### config.mk
export PLATFORM = sky130hd
export DESIGN_NAME = rf_read_arb
export DESIGN_NICKNAME = d
export VERILOG_FILES = /design/src/rtl/rf_read_arb_pkg.sv /design/src/rtl/rf_arb_timer.sv /design/src/rtl/rf_read_arb.sv
export SDC_FILE = /design/constraint.sdc
export NUM_CORES = 1
export LEC_CHECK = 0
export ABC_AREA = 1
export CORE_UTILIZATION = 35
export DETAILED_ROUTE_END_ITERATION = 7
export DONT_BUFFER_PORTS = 1
export MAX_ROUTING_LAYER = met4
export PLACE_DENSITY = 0.6
export SYNTH_ARGS = -nofsm -noshare
export SYNTH_HDL_FRONTEND = slang
export SYNTH_SLANG_ARGS = --single-unit
### constraint.sdc
create_clock -name clk -period 1.6 [get_ports clk]
set_input_delay 0.08 -clock clk [delete_from_list [all_inputs] [get_ports clk]]
set_output_delay 0.08 -clock clk [all_outputs]
set_load 0.05 [all_outputs]
### src/rtl/rf_read_arb_pkg.sv
// Shared constants for the register-file read arbiter: reset/read levels,
// null values and the 2-bit arbiter state encodings.
package rf_read_arb_pkg;

  localparam logic        RstEnable   = 1'b1;
  localparam logic        ReadEnable  = 1'b1;
  localparam logic        ReadDisable = 1'b0;
  localparam logic [31:0] ZeroWord    = 32'h0000_0000;
  localparam logic [4:0]  NOPRegAddr  = 5'b00000;

  localparam logic [1:0]  RFARB_IDLE  = 2'd0;
  localparam logic [1:0]  RFARB_STALL = 2'd1;
  localparam logic [1:0]  RFARB_GRANT = 2'd2;
  localparam logic [1:0]  RFARB_DONE  = 2'd3;

endpackage

### src/rtl/rf_arb_timer.sv
// Stall-wait timeout counter: cleared on stall entry, counts cycles without freeze.
// term_o fires on the increment that brings the count to all-ones.
module rf_arb_timer
  import rf_read_arb_pkg::*;
#(
  parameter int TIMEOUT_W = 4
) (
  input  logic clk,
  input  logic rst,
  input  logic clr_i,
  input  logic cnt_en_i,
  output logic term_o
);

  localparam logic [TIMEOUT_W-1:0] CntLast = ~TIMEOUT_W'(1);

  logic [TIMEOUT_W-1:0] cnt_q;
  logic [TIMEOUT_W-1:0] cnt_d;

  always_comb begin
    cnt_d = cnt_q;
    if (clr_i) begin
      cnt_d = '0;
    end else if (cnt_en_i) begin
      cnt_d = cnt_q + TIMEOUT_W'(1);
    end
  end

  always_ff @(posedge clk) begin
    if (rst == RstEnable) begin
      cnt_q <= '0;
    end else begin
      cnt_q <= cnt_d;
    end
  end

  assign term_o = cnt_en_i && (cnt_q == CntLast);

endmodule

### src/rtl/rf_read_arb.sv
// Shares regfile read port 1 between decode and debug; a debug read stalls the pipe,
// borrows port 1 for one frozen cycle and acks. RF_ARB_TIMEOUT_EN adds a stall-wait timeout.
module rf_read_arb
  import rf_read_arb_pkg::*;
#(
  parameter int TIMEOUT_W = 4
) (
  input  logic        clk,
  input  logic        rst,
  input  logic        id_reg1_read_i,
  input  logic [4:0]  id_reg1_addr_i,
  input  logic        id_reg2_read_i,
  input  logic [4:0]  id_reg2_addr_i,
  output logic [31:0] id_reg1_data_o,
  output logic [31:0] id_reg2_data_o,
  output logic        rf_re1_o,
  output logic [4:0]  rf_raddr1_o,
  input  logic [31:0] rf_rdata1_i,
  output logic        rf_re2_o,
  output logic [4:0]  rf_raddr2_o,
  input  logic [31:0] rf_rdata2_i,
  input  logic        dbg_req_i,
  input  logic [4:0]  dbg_addr_i,
  output logic        dbg_ack_o,
  output logic [31:0] dbg_data_o,
  output logic        dbg_err_o,
  output logic        stallreq_o,
  input  logic        stall_i
);

  logic [1:0]  state_q, state_d;
  logic [4:0]  addr_q, addr_d;
  logic [31:0] data_q, data_d;
  logic        in_grant;

`ifdef RF_ARB_TIMEOUT_EN
  logic err_q, err_d;
  logic tmr_term;

  rf_arb_timer #(
    .TIMEOUT_W (TIMEOUT_W)
  ) u_timer (
    .clk      (clk),
    .rst      (rst),
    .clr_i    ((state_q == RFARB_IDLE) && dbg_req_i),
    .cnt_en_i ((state_q == RFARB_STALL) && !stall_i),
    .term_o   (tmr_term)
  );
`else
  logic [31:0] unused_timeout_w;
  assign unused_timeout_w = 32'(TIMEOUT_W);
`endif

  always_comb begin
    state_d = state_q;
    addr_d  = addr_q;
    data_d  = data_q;
`ifdef RF_ARB_TIMEOUT_EN
    err_d   = err_q;
`endif
    case (state_q)
      RFARB_IDLE: begin
        if (dbg_req_i) begin
          state_d = RFARB_STALL;
          addr_d  = dbg_addr_i;
        end
      end
      RFARB_STALL: begin
        // A freeze arriving together with the terminal count still gets the read.
        if (stall_i) begin
          state_d = RFARB_GRANT;
        end
`ifdef RF_ARB_TIMEOUT_EN
        else if (tmr_term) begin
          state_d = RFARB_DONE;
          data_d  = ZeroWord;
          err_d   = 1'b1;
        end
`endif
      end
      RFARB_GRANT: begin
        state_d = RFARB_DONE;
        data_d  = rf_rdata1_i;
`ifdef RF_ARB_TIMEOUT_EN
        err_d   = 1'b0;
`endif
      end
      default: begin
        state_d = RFARB_IDLE;
      end
    endcase
  end

  always_ff @(posedge clk) begin
    if (rst == RstEnable) begin
      state_q <= RFARB_IDLE;
      addr_q  <= NOPRegAddr;
      data_q  <= ZeroWord;
`ifdef RF_ARB_TIMEOUT_EN
      err_q   <= 1'b0;
`endif
    end else begin
      state_q <= state_d;
      addr_q  <= addr_d;
      data_q  <= data_d;
`ifdef RF_ARB_TIMEOUT_EN
      err_q   <= err_d;
`endif
    end
  end

  assign in_grant = (state_q == RFARB_GRANT);

  always_comb begin
    rf_re1_o       = ReadDisable;
    rf_raddr1_o    = NOPRegAddr;
    rf_re2_o       = ReadDisable;
    rf_raddr2_o    = NOPRegAddr;
    id_reg1_data_o = ZeroWord;
    id_reg2_data_o = ZeroWord;
    if (rst != RstEnable) begin
      rf_re2_o    = id_reg2_read_i;
      rf_raddr2_o = id_reg2_addr_i;
      if (id_reg2_read_i) begin
        id_reg2_data_o = rf_rdata2_i;
      end
      // Decode never sees port 1 data while debug owns it; the pipe is frozen anyway.
      if (in_grant) begin
        rf_re1_o    = ReadEnable;
        rf_raddr1_o = addr_q;
      end else begin
        rf_re1_o    = id_reg1_read_i;
        rf_raddr1_o = id_reg1_addr_i;
        if (id_reg1_read_i) begin
          id_reg1_data_o = rf_rdata1_i;
        end
      end
    end
  end

  assign stallreq_o = (rst != RstEnable) &&
                      ((state_q == RFARB_STALL) || (state_q == RFARB_GRANT));
  assign dbg_ack_o  = (rst != RstEnable) && (state_q == RFARB_DONE);
  assign dbg_data_o = data_q;
`ifdef RF_ARB_TIMEOUT_EN
  assign dbg_err_o  = dbg_ack_o && err_q;
`else
  assign dbg_err_o  = 1'b0;
`endif

endmodule

==> results of run 1 <==
[layer usage]
layer	vias to the layer above	global-route usage	routed length [um]
li1	1376	-	-
met1	1278	0.234	3070
met2	147	0.418	4750
met3	22	0.0367	580
met4	0	0.109	223
met5	-	-	0
[critical path, delay by kind of cell (launching register included)]
| kind | cells | cell delay (ps) |
|---|---|---|
| simple gates | 2 | 200 |
| buf+inv | 4 | 490 |
| fa+ha+maj | 1 | 180 |
| flops | 1 | 350 |
[through the flow]
stage	hold slack, ps	std cells	power (mW)
2_1_floorplan	215	365	3.99
3_3_place_gp	217	525	4.78
3_5_place_dp	226	525	4.83
4_1_cts	8.19	572	5.84
5_1_grt	33.5	577	6.49
6_report	28.5	577	6.18
[cells in the mapped netlist (all sizes together)]
library cell / instances
nor2: 160
inv: 16
clkbuf: 5
nand2: 72
dfxtp: 39
ha: 5
conb: 1
buf: 22
o21ai: 42
a21oi: 2
nand3: 1
[path summary, 6_finish.rpt]
path         depth (start not counted)        from                 end
max                                  7  state_q[0]  id_reg1_data_o[23]
min                                  3         rst          state_q[1]
max reg2reg                          5  state_q[0]      dbg_data_o[23]
min reg2reg                          2   addr_q[4]           addr_q[4]
[area by class of cell]
class | instances | area [um^2] | area share
tap | 75 | 93.8 | 0.0232
inverter | 16 | 70.1 | 0.0173
clock inverter | 1 | 7.51 | 0.00185
timing repair buffer | 156 | 1580 | 0.390
sequential | 39 | 783 | 0.194
clock buffer | 7 | 96.3 | 0.0238
multi-input combinational | 283 | 1420 | 0.351
[power breakdown]
part | internal, mW | switching, mW | leakage (nW)
clock network | 0.392 | 0.353 | 0.0505
registers | 1.33 | 0.143 | 0.321
logic | 1.22 | 2.74 | 1.57
[sequential cells by signal, summed over array words and instances, names as in the netlist]
signal and count:
dbg_data_o 32, addr_q 5, state_q 2
[what timing repair did]
action | 4_1_cts | 5_1_grt
setup endpoints to repair | 37 | 30
cloned | 1 | 2
hold buffers | 37 | 0
pin swaps | 0 | 31
endpoints found under the hold margin | 37 | 0
gates resized for setup | 49 | 81
setup buffers | 1 | 3
[cell families (layout without fill, tap and decap cells)]
group / Yosys count / count (layout) / share of synthesized area
buffers and inverters: 43 / 180 / 0.120
AND/OR/NAND/NOR: 233 / 233 / 0.397
other: 1 / 1 / 0.00170
AO/OA/AOI/OAI: 44 / 44 / 0.0995
adder cells (fa/ha/maj): 5 / 5 / 0.0283
flip-flops: 39 / 39 / 0.353
==> summary.txt, run 1 <==
Placement
  • Post-DP HPWL: 4890 um
  • Placed Area: 2980 um^2
  • RD Place Congestion: 0.800
  • I/O Buffers: 0
  • Post-place setup slack: 50.4 ps

Timing
  • Actual slew at the worst max-slew pin: 579 ps
  • Max-slew violation count: 0
  • Setup TNS: 0 ps
  • Unrepaired setup endpoints after global routing: true
  • Final Worst Setup Slack: 1.21 ps
  • Max_slew headroom: 0.613
  • Endpoints failing setup: 0
  • F_max: 625 MHz
  • Crit path time final: 1600 ps
  • Clk_skew: 3.38 ps
  • Final Hold Fails: 0
  • Final period util: 0.999

Cells and area
  • Commonest non-fill, non-tap cell in the layout: nor2_1
  • FILL cells: 475
  • Most frequent cells in the layout: nor2_1, buf_4, nand2_1
  • Final core utilization: 0.672
  • Synth-to-Final Area Change: 83.0%
  • Layout cells sized above 1: 0.331
  • Nets: 591
  • Ant. Diodes: 0
  • Final instance area: 4050 um^2

Power
  • Worst vdd ir: 0.000850 V
  • Power per cell area: 1530 nW/um^2
  • Leakage power: 1.94 nW

Logic synthesis
  • Register area share after synthesis: 0.353
  • Syn avg cell area: 6.06 um^2
  • Synth cell types: 19
  • Synth warn: 0
  • Synth Instances: 365
  • Synth area leaders: dfxtp_1, nor2_1, nand2_1
  • Post-synth net total: 455
  • Synth top area share: 0.353
  • Cell taking the most area after synthesis: dfxtp_1
  • Syn Std Cell Area: 2210 um^2
  • Flops & latches, synth: 39

Routing
  • Final wirelength: 8620 um
  • Post-DR wirelength/cell: 14.9 um
  • Initial detailed-routing violation count: 97
  • DRC violations left: 0
  • Via count: 2823
  • Post-DRT Antenna Nets: 0
  • Vias per cell: 4.89
  • Pre-antenna DRT Iters: 4

Critical path
  • Cell Chain, Critical Path: inv_4, ha_4, inv_6, nand2_8, clkbuf_16, nor2_4, buf_8
  • Nature of the critical path startpoint: flip-flop
  • Crit. End Element: primary output
  • Worst Path Required: 1520 ps
  • Critical path fanouts, max: 7
  • CP arrival: 1520 ps
  • Reg-to-reg slack, setup: 170 ps
  • WS Path Type: flip-flop to primary output
  • CP max-delay cell: dfxtp_2
  • Crit path largest cell delay: 350 ps

Clocking
  • Skew-Pair Late Insertion Delay: 290 ps
  • CTS Sinks: 39
  • Root Buffer Master: clkbuf_8
  • H-tree depth reported by CTS: 2
  • Total CTS buffers: 5
  • Worst-path clk slew: 80 ps
  • CTS tree: yes
  • Max clock buf depth: 2

Floorplan
  • Initial Utilization: 0.367
  • Die Height: 81.5 um
  • IO Count: 196
  • # rows: 28
  • Die width: 81.5 um
  • Core Footprint: 6030 um^2
  • Die area: 6640 um^2

Job
  • Max_cap viols: 0

Global route
  • Largest net degree at the start of global routing: 53
  • First-pass GRT wire length: 11100 um
  • Total track usage: 0.227
  • Initial antenna violation count: 0
  • Grt total ovfl: 0
  • Vias in the first global route: 2406

Outcome
  • Run status: finished, final reports clean

Worst hold path
  • Hold crit path type: input pin to flip-flop
(Power assumes the default switching activity.)
==> inputs of run 2 (changes only) <==
ABC_AREA = unset   (was 1)
==> run 2 against run 1 <==
The run now ends with negative hold slack, negative setup slack left. Clock skew increased by 1.0 ps. Largest cell class is now multi-input gates. Count of clock-buffer cells in the layout unchanged. First-iteration DRC count decreased by 34%. Design area decreased by 23%.
==> summary.txt, run 2 <==
Outcome
  • Run status: finished, violations left
  • Violated checks: negative hold slack, negative setup slack

Clocking
  • Max clock buf depth: 2 (unchanged)
  • Root Buffer Master: clkbuf_8
  • Worst-path clk slew: 70 ps (about the same)
  • Skew-Pair Late Insertion Delay: 280 ps (about the same)
  • H-tree depth reported by CTS: 2 (unchanged)
  • Total CTS buffers: 5 (unchanged)
  • CTS Sinks: 39 (unchanged)
  • CTS tree: yes

Timing
  • Crit path time final: 1690 ps (+95.4 ps)
  • Final Worst Setup Slack: -94.2 ps (-95.4 ps)
  • Hold_ws: -126 ps (-154 ps)
  • Final period util: 1.06 (+0.0596)
  • Max-slew violation count: 0 (unchanged)
  • Final Hold Fails: 38 (+38)
  • Clk_skew: 4.38 ps (+1.00 ps)
  • F_max: 590 MHz (-5.6%)
  • Unrepaired setup endpoints after global routing: true
  • Endpoints failing setup: 17 (+17)

Cells and area
  • Commonest non-fill, non-tap cell in the layout: buf_4
  • Most frequent cells in the layout: buf_4, mux2i_1, dfxtp_1
  • Nets: 409 (-31%)
  • Final instance area: 3100 um^2 (-23%)
  • Final core utilization: 0.553 (-0.118)
  • Ant. Diodes: 0 (unchanged)
  • Largest register FFs: 32 (unchanged)
  • Synth-to-Final Area Change: 49.8%
  • Layout cells sized above 1: 0.456 (+0.126)

Routing
  • Final wirelength: 5630 um (-35%)
  • DRC violations left: 0 (unchanged)
  • Pre-antenna DRT Iters: 4 (unchanged)
  • Via count: 1848 (-35%)
  • Initial detailed-routing violation count: 64 (-34%)
  • Post-DR wirelength/cell: 14.4 um (-3.9%)
  • Vias per cell: 4.71 (-3.6%)
  • Post-DRT Antenna Nets: 0 (unchanged)

Placement
  • Placed Area: 2880 um^2 (-3.5%)
  • RD Place Congestion: 0.750 (-6.2%)
  • Post-DP HPWL: 4200 um (-14%)
  • I/O Buffers: 0 (unchanged)
  • Post-place setup slack: 110 ps (+59.7 ps)

Floorplan
  • Core Footprint: 5610 um^2 (-6.9%)
  • Die area: 6230 um^2 (-6.2%)
  • Die Height: 78.9 um (-3.2%)
  • IO Count: 196 (unchanged)
  • Die width: 78.9 um (-3.2%)
  • Initial Utilization: 0.369 (+0.00215)
  • # rows: 27 (-3.6%)

Logic synthesis
  • EDFF count, synth: 0 (unchanged)
  • Syn Std Cell Area: 2070 um^2 (-6.4%)
  • Flops & latches, synth: 39 (unchanged)
  • Top-count cell post-synth: and2_1
  • Post-synthesis mux area share: 0.184 (+0.184)
  • Post-Synth Adder-Cell Area: 0.0302 (+0.00193)
  • Post-Synth Simple-Gate Area: 0.331 (-0.0665)
  • XOR/XNOR share of the synthesized area: 0 (unchanged)
  • Synth area leaders: dfxtp_1, and2_1, mux2i_1
  • Synth Area in Compound Gates: 0.0187 (-0.0808)
  • Syn avg cell area: 8.70 um^2 (+44%)
  • Synth top area share: 0.377 (+0.0241)
  • Synth top cells by count: and2_1, nor2_1, dfxtp_1
  • Register area share after synthesis: 0.377 (+0.0241)
  • Cell taking the most area after synthesis: dfxtp_1
  • Largest family of logic cells by synthesized area: simple AND/OR/NAND/NOR gates
  • Post-synth net total: 328 (-28%)
  • Synth Instances: 238 (-35%)
  • Synth cell types: 22 (+3)
  • Top FF cell, synth: dfxtp_1
  • Synth warn: 0 (unchanged)
  • Async S/R FF share, synth: 0 (unchanged)

Global route
  • Vias in the first global route: 1785 (-26%)
  • Initial antenna violation count: 0 (unchanged)
  • Grt total ovfl: 0 (unchanged)
  • First-pass GRT wire length: 8400 um (-24%)
  • Total track usage: 0.179 (-0.0487)
  • Largest net degree at the start of global routing: 55 (+3.8%)

Critical path
  • Worst Reg2Reg Path Length in Cells: 6 (+1)
  • Worst Path Required: 1520 ps (about the same)
  • CP arrival: 1610 ps (+90 ps)
  • WS Path Type: flip-flop to primary output
  • Nature of the critical path startpoint: flip-flop
  • Critical path fanouts, max: 8 (+1)
  • Crit. End Element: primary output

Job
  • Max_cap viols: 0 (unchanged)

Worst hold path
  • Hold path cells: 1 (-2)
  • Hold crit path type: input pin to flip-flop

Power
  • Power per cell area: 1490 nW/um^2 (-2.1%)
  • Leakage power: 1.39 nW (-29%)
  • Worst vdd ir: 0.000798 V (-6.2%)
run 2: cells by family (layout without fill, tap and decap cells):
kind of cell / after synthesis / count (layout)
AOI/OAI and AO/OA: 7 / 7
adders and majority gates: 5 / 5
buffers and inverters: 22 / 104
DFF: 39 / 39
muxes: 38 / 38
other: 1 / 1
and+or+nand+nor: 126 / 126
run 2: final timing paths:
path	start	to	slack (ps)
max reg2reg	state_q[0]	state_q[1]	150
min reg2reg	addr_q[1]	addr_q[1]	450
max	state_q[0]	id_reg1_data_o[0]	-90
min	rst	addr_q[0]	-130
run 2: area by class of cell:
type	count	area, um^2
Timing Repair Buffer	93	841
Inverter	3	11.3
Multi-Input combinational cell	177	1290
Tap cell	72	90.1
Fill cell	512	2500
Sequential cell	39	786
Clock buffer	7	76.3
Clock inverter	1	5.00
run 2: where the power goes:
group          internal, mW  switching (mW)  total (mW)
registers              1.17          0.0909        1.26
logic                  1.03            1.73        2.76
clock network         0.306           0.313       0.619
total                  2.51            2.13        4.64
run 2: per-stage QoR:
step	std cells	TNS [ps]	total power [mW]
finish	392	-903	4.64
global route	392	-3520	4.89
CTS	394	-2420	4.69
detailed placement	380	0	3.86
global placement	380	0	3.82
floorplan	238	0	3.24
run 2: layer usage:
layer / vias to the layer above / track usage / part of all wire
li1: 908 / - / -
met1: 829 / 0.190 / 0.38
met2: 105 / 0.323 / 0.52
met3: 6 / 0.0494 / 0.085
met4: 0 / 0.0509 / 0.0083
met5: - / - / 0
run 2: timing repair:
action	in CTS	in global routing
pin swaps	29	15
gates cloned	2	0
resized for setup	44	3
endpoints found under the hold margin	38	38
setup endpoints to repair	38	38
setup buffers	5	0
run 2: critical path, stage by stage, from the launching register on:
cell and delay [ps]:
dfxtp_2 340, inv_2 50, ha_4 160, nor3b_4 230, buf_6 170, buf_12 120
and2_4 140, buf_12 130
==> inputs of run 3 (changes only) <==
CELL_PAD_IN_SITES_DETAIL_PLACEMENT = 0   (was unset)
CELL_PAD_IN_SITES_GLOBAL_PLACEMENT = 1   (was unset)
PLACE_DENSITY = 0.8   (was 0.6)
==> run 3 against run 2 <==
The flow still finishes with violations (negative hold slack, negative setup slack). Critical path type unchanged. Routed wire length grew 5.0%. Global-route usage up 0.70 points. Final cell count rose by 2.3%. First-iteration DRC count decreased by 27%. Register-to-register slack worse by 20 ps. Hold slack got worse by 13 ps. Largest cell class unchanged. Core utilization rose by 3.1 points. Sequential power hardly changed. Combinational power up 7.2%. Die area unchanged. Count of clock-buffer cells in the layout fell by 1.
==> summary.txt, run 3 (synthesized netlist as in run 2, its figures left out) <==
Critical path
  • Nature of the critical path startpoint: flip-flop
  • CP arrival: 1600 ps (about the same)
  • CP startpoint: state_q[0]
  • Reg2reg end: state_q[1]
  • Worst Reg2Reg Path Length in Cells: 6 (unchanged)
  • Worst Path Required: 1520 ps (about the same)
  • Critical path fanouts, max: 6 (-2)
  • Worst r2r src: state_q[0]
  • Crit. End Element: primary output
  • Worst Setup EP: id_reg1_data_o[16]
  • Reg-to-reg slack, setup: 130 ps (-20 ps)
  • WS Path Type: flip-flop to primary output

Cells and area
  • Layout cells sized above 1: 0.483 (+0.0270)
  • Final instance area: 3270 um^2 (+5.5%)
  • Final std cells w/o fill: 401 (+2.3%)
  • Largest register FFs: 32 (unchanged)
  • Synth-to-Final Area Change: 58.1%
  • Commonest non-fill, non-tap cell in the layout: buf_4
  • Ant. Diodes: 0 (unchanged)
  • Most frequent cells in the layout: buf_4, dfxtp_1, mux2i_1
  • Area taken by multi-input logic gates: 1300 um^2 (+0.48%)
  • FF/Latch Area: 786 um^2 (unchanged)
  • FILL cells: 490 (-4.3%)
  • Final core utilization: 0.584 (+0.0306)
  • Nets: 418 (+2.2%)

Global route
  • Largest net degree at the start of global routing: 55 (unchanged)
  • Vias in the first global route: 1797 (+0.67%)
  • First-pass GRT wire length: 8640 um (+2.9%)
  • Grt total ovfl: 0 (unchanged)
  • Initial antenna violation count: 0 (unchanged)
  • Total track usage: 0.186 (+0.00700)

Routing
  • Met2 routed wirelength: 3020 um (+2.6%)
  • Pre-antenna DRT Iters: 4 (unchanged)
  • Post-DRT Antenna Nets: 0 (unchanged)
  • DRC violations left: 0 (unchanged)
  • Post-DR wirelength/cell: 14.7 um (+2.7%)
  • Final wirelength: 5910 um (+5.0%)
  • Via count: 1908 (+3.2%)
  • Vias per cell: 4.76 (+0.93%)
  • Metal3 WL: 493 um (+3.4%)
  • Initial detailed-routing violation count: 47 (-27%)
  • Wire length on met1: 2350 um (+8.7%)
  • Top routing layer used: met4

Timing
  • Setup TNS: -1150 ps (-249 ps)
  • Final Worst Setup Slack: -81.8 ps (+12.3 ps)
  • Unrepaired setup endpoints after global routing: true
  • Final period util: 1.05 (-0.00771)
  • Endpoints failing setup: 32 (+15)
  • Max-slew violation count: 0 (unchanged)
  • F_max: 595 MHz (+0.73%)
  • Clk_skew: 2.49 ps (-1.89 ps)
  • Final Hold Fails: 38 (unchanged)
  • Crit path time final: 1680 ps (-12.3 ps)
  • Hold_ws: -138 ps (-12.5 ps)

Floorplan
  • Die width: 78.9 um (unchanged)
  • # rows: 27 (unchanged)
  • Initial Utilization: 0.369 (unchanged)
  • Core Footprint: 5610 um^2 (unchanged)
  • Die Height: 78.9 um (unchanged)
  • Die area: 6230 um^2 (unchanged)
  • IO Count: 196 (unchanged)

Clocking
  • Worst-path clk slew: 70 ps (about the same)
  • CTS tree: yes
  • Root Buffer Master: clkbuf_8
  • Total CTS buffers: 5 (unchanged)
  • Skew-Pair Late Insertion Delay: 280 ps (about the same)
  • H-tree depth reported by CTS: 2 (unchanged)
  • CTS Sinks: 39 (unchanged)
  • Max clock buf depth: 2 (unchanged)

Power
  • Leakage power: 1.48 nW (+6.7%)
  • Worst vdd ir: 0.000795 V (-0.31%)
  • Power per cell area: 1540 nW/um^2 (+3.1%)

Job
  • Max_cap viols: 0 (unchanged)

Placement
  • Placed Instances: 381 (+0.26%)
  • I/O Buffers: 0 (unchanged)
  • Placed Area: 2890 um^2 (+0.26%)
  • Post-DP HPWL: 4270 um (+1.5%)
  • RD Place Congestion: 0.801 (+6.7%)

Outcome
  • Run status: finished, violations left
  • Violated checks: negative hold slack, negative setup slack

Worst hold path
  • Hold crit path type: input pin to flip-flop
## run 3: cell types whose count changed in the layout (fill, tap and decap cells not counted)
cell       delta
buf_4         +7
buf_16        +2
clkbuf_1      -2
buf_6         -1
bufbuf_16     +1
bufinv_16     +1
clkbuf_8      +1
mux2i_1       -1
mux2i_2       +1
nor2_1        -1
nor2_2        +1
## run 3: metrics by stage
| stage | setup WS, ps | total power, mW |
|---|---|---|
| final | -81.8 | 5.04 |
| after global routing | -180 | 5.30 |
| after CTS | -126 | 5.02 |
| after detailed placement | 115 | 3.85 |
| after global placement | 145 | 3.81 |
| after floorplan | 59.6 | 3.24 |
## run 3: layout make-up
type / count / area share
Sequential cell: 39 / 0.240
Multi-Input combinational cell: 177 / 0.397
Clock buffer: 6 / 0.0252
Tap cell: 72 / 0.0275
Clock inverter: 2 / 0.0107
Inverter: 3 / 0.00344
Timing Repair Buffer: 102 / 0.296
## run 3: what timing repair did
action,4_1_cts,5_1_grt
resized for setup,44,5
setup endpoints to repair,38,37
gates cloned,4,0
setup buffers,3,6
hold endpoints to repair,38,38
pin swaps,34,4
## run 3: worst max-delay path, stage by stage, from the launching register on
cell and delay [ps]:
dfxtp_2 340, inv_2 50, ha_4 160, nor3b_4 210
buf_6 160, buf_6 130, and2_4 150, buf_12 130
## run 3: layer usage
metal / vias up / global-route usage
li1: 938 / -
met1: 864 / 0.211
met2: 99 / 0.317
met3: 7 / 0.0529
met4: 0 / 0.0545
met5: - / -
## run 3: worst min path at each step
stage | from | endpoint | slack [ps] | cells past startpoint
finish | rst | dbg_data_o[13] | -140 | 1
global route | rst | dbg_data_o[10] | -160 | 1
CTS | rst | addr_q[4] | -150 | 1
detailed placement | rst | addr_q[0] | 160 | 1
global placement | rst | addr_q[4] | 160 | 1
floorplan | rf_rdata1_i[12] | dbg_data_o[12] | 230 | 2
## run 3: power breakdown
group	internal, mW	total, mW	leakage, nW	switching, mW
sequential	1.17	1.25	0.318	0.0830
combinational	1.18	2.96	1.10	1.77
clock	0.504	0.833	0.0612	0.329
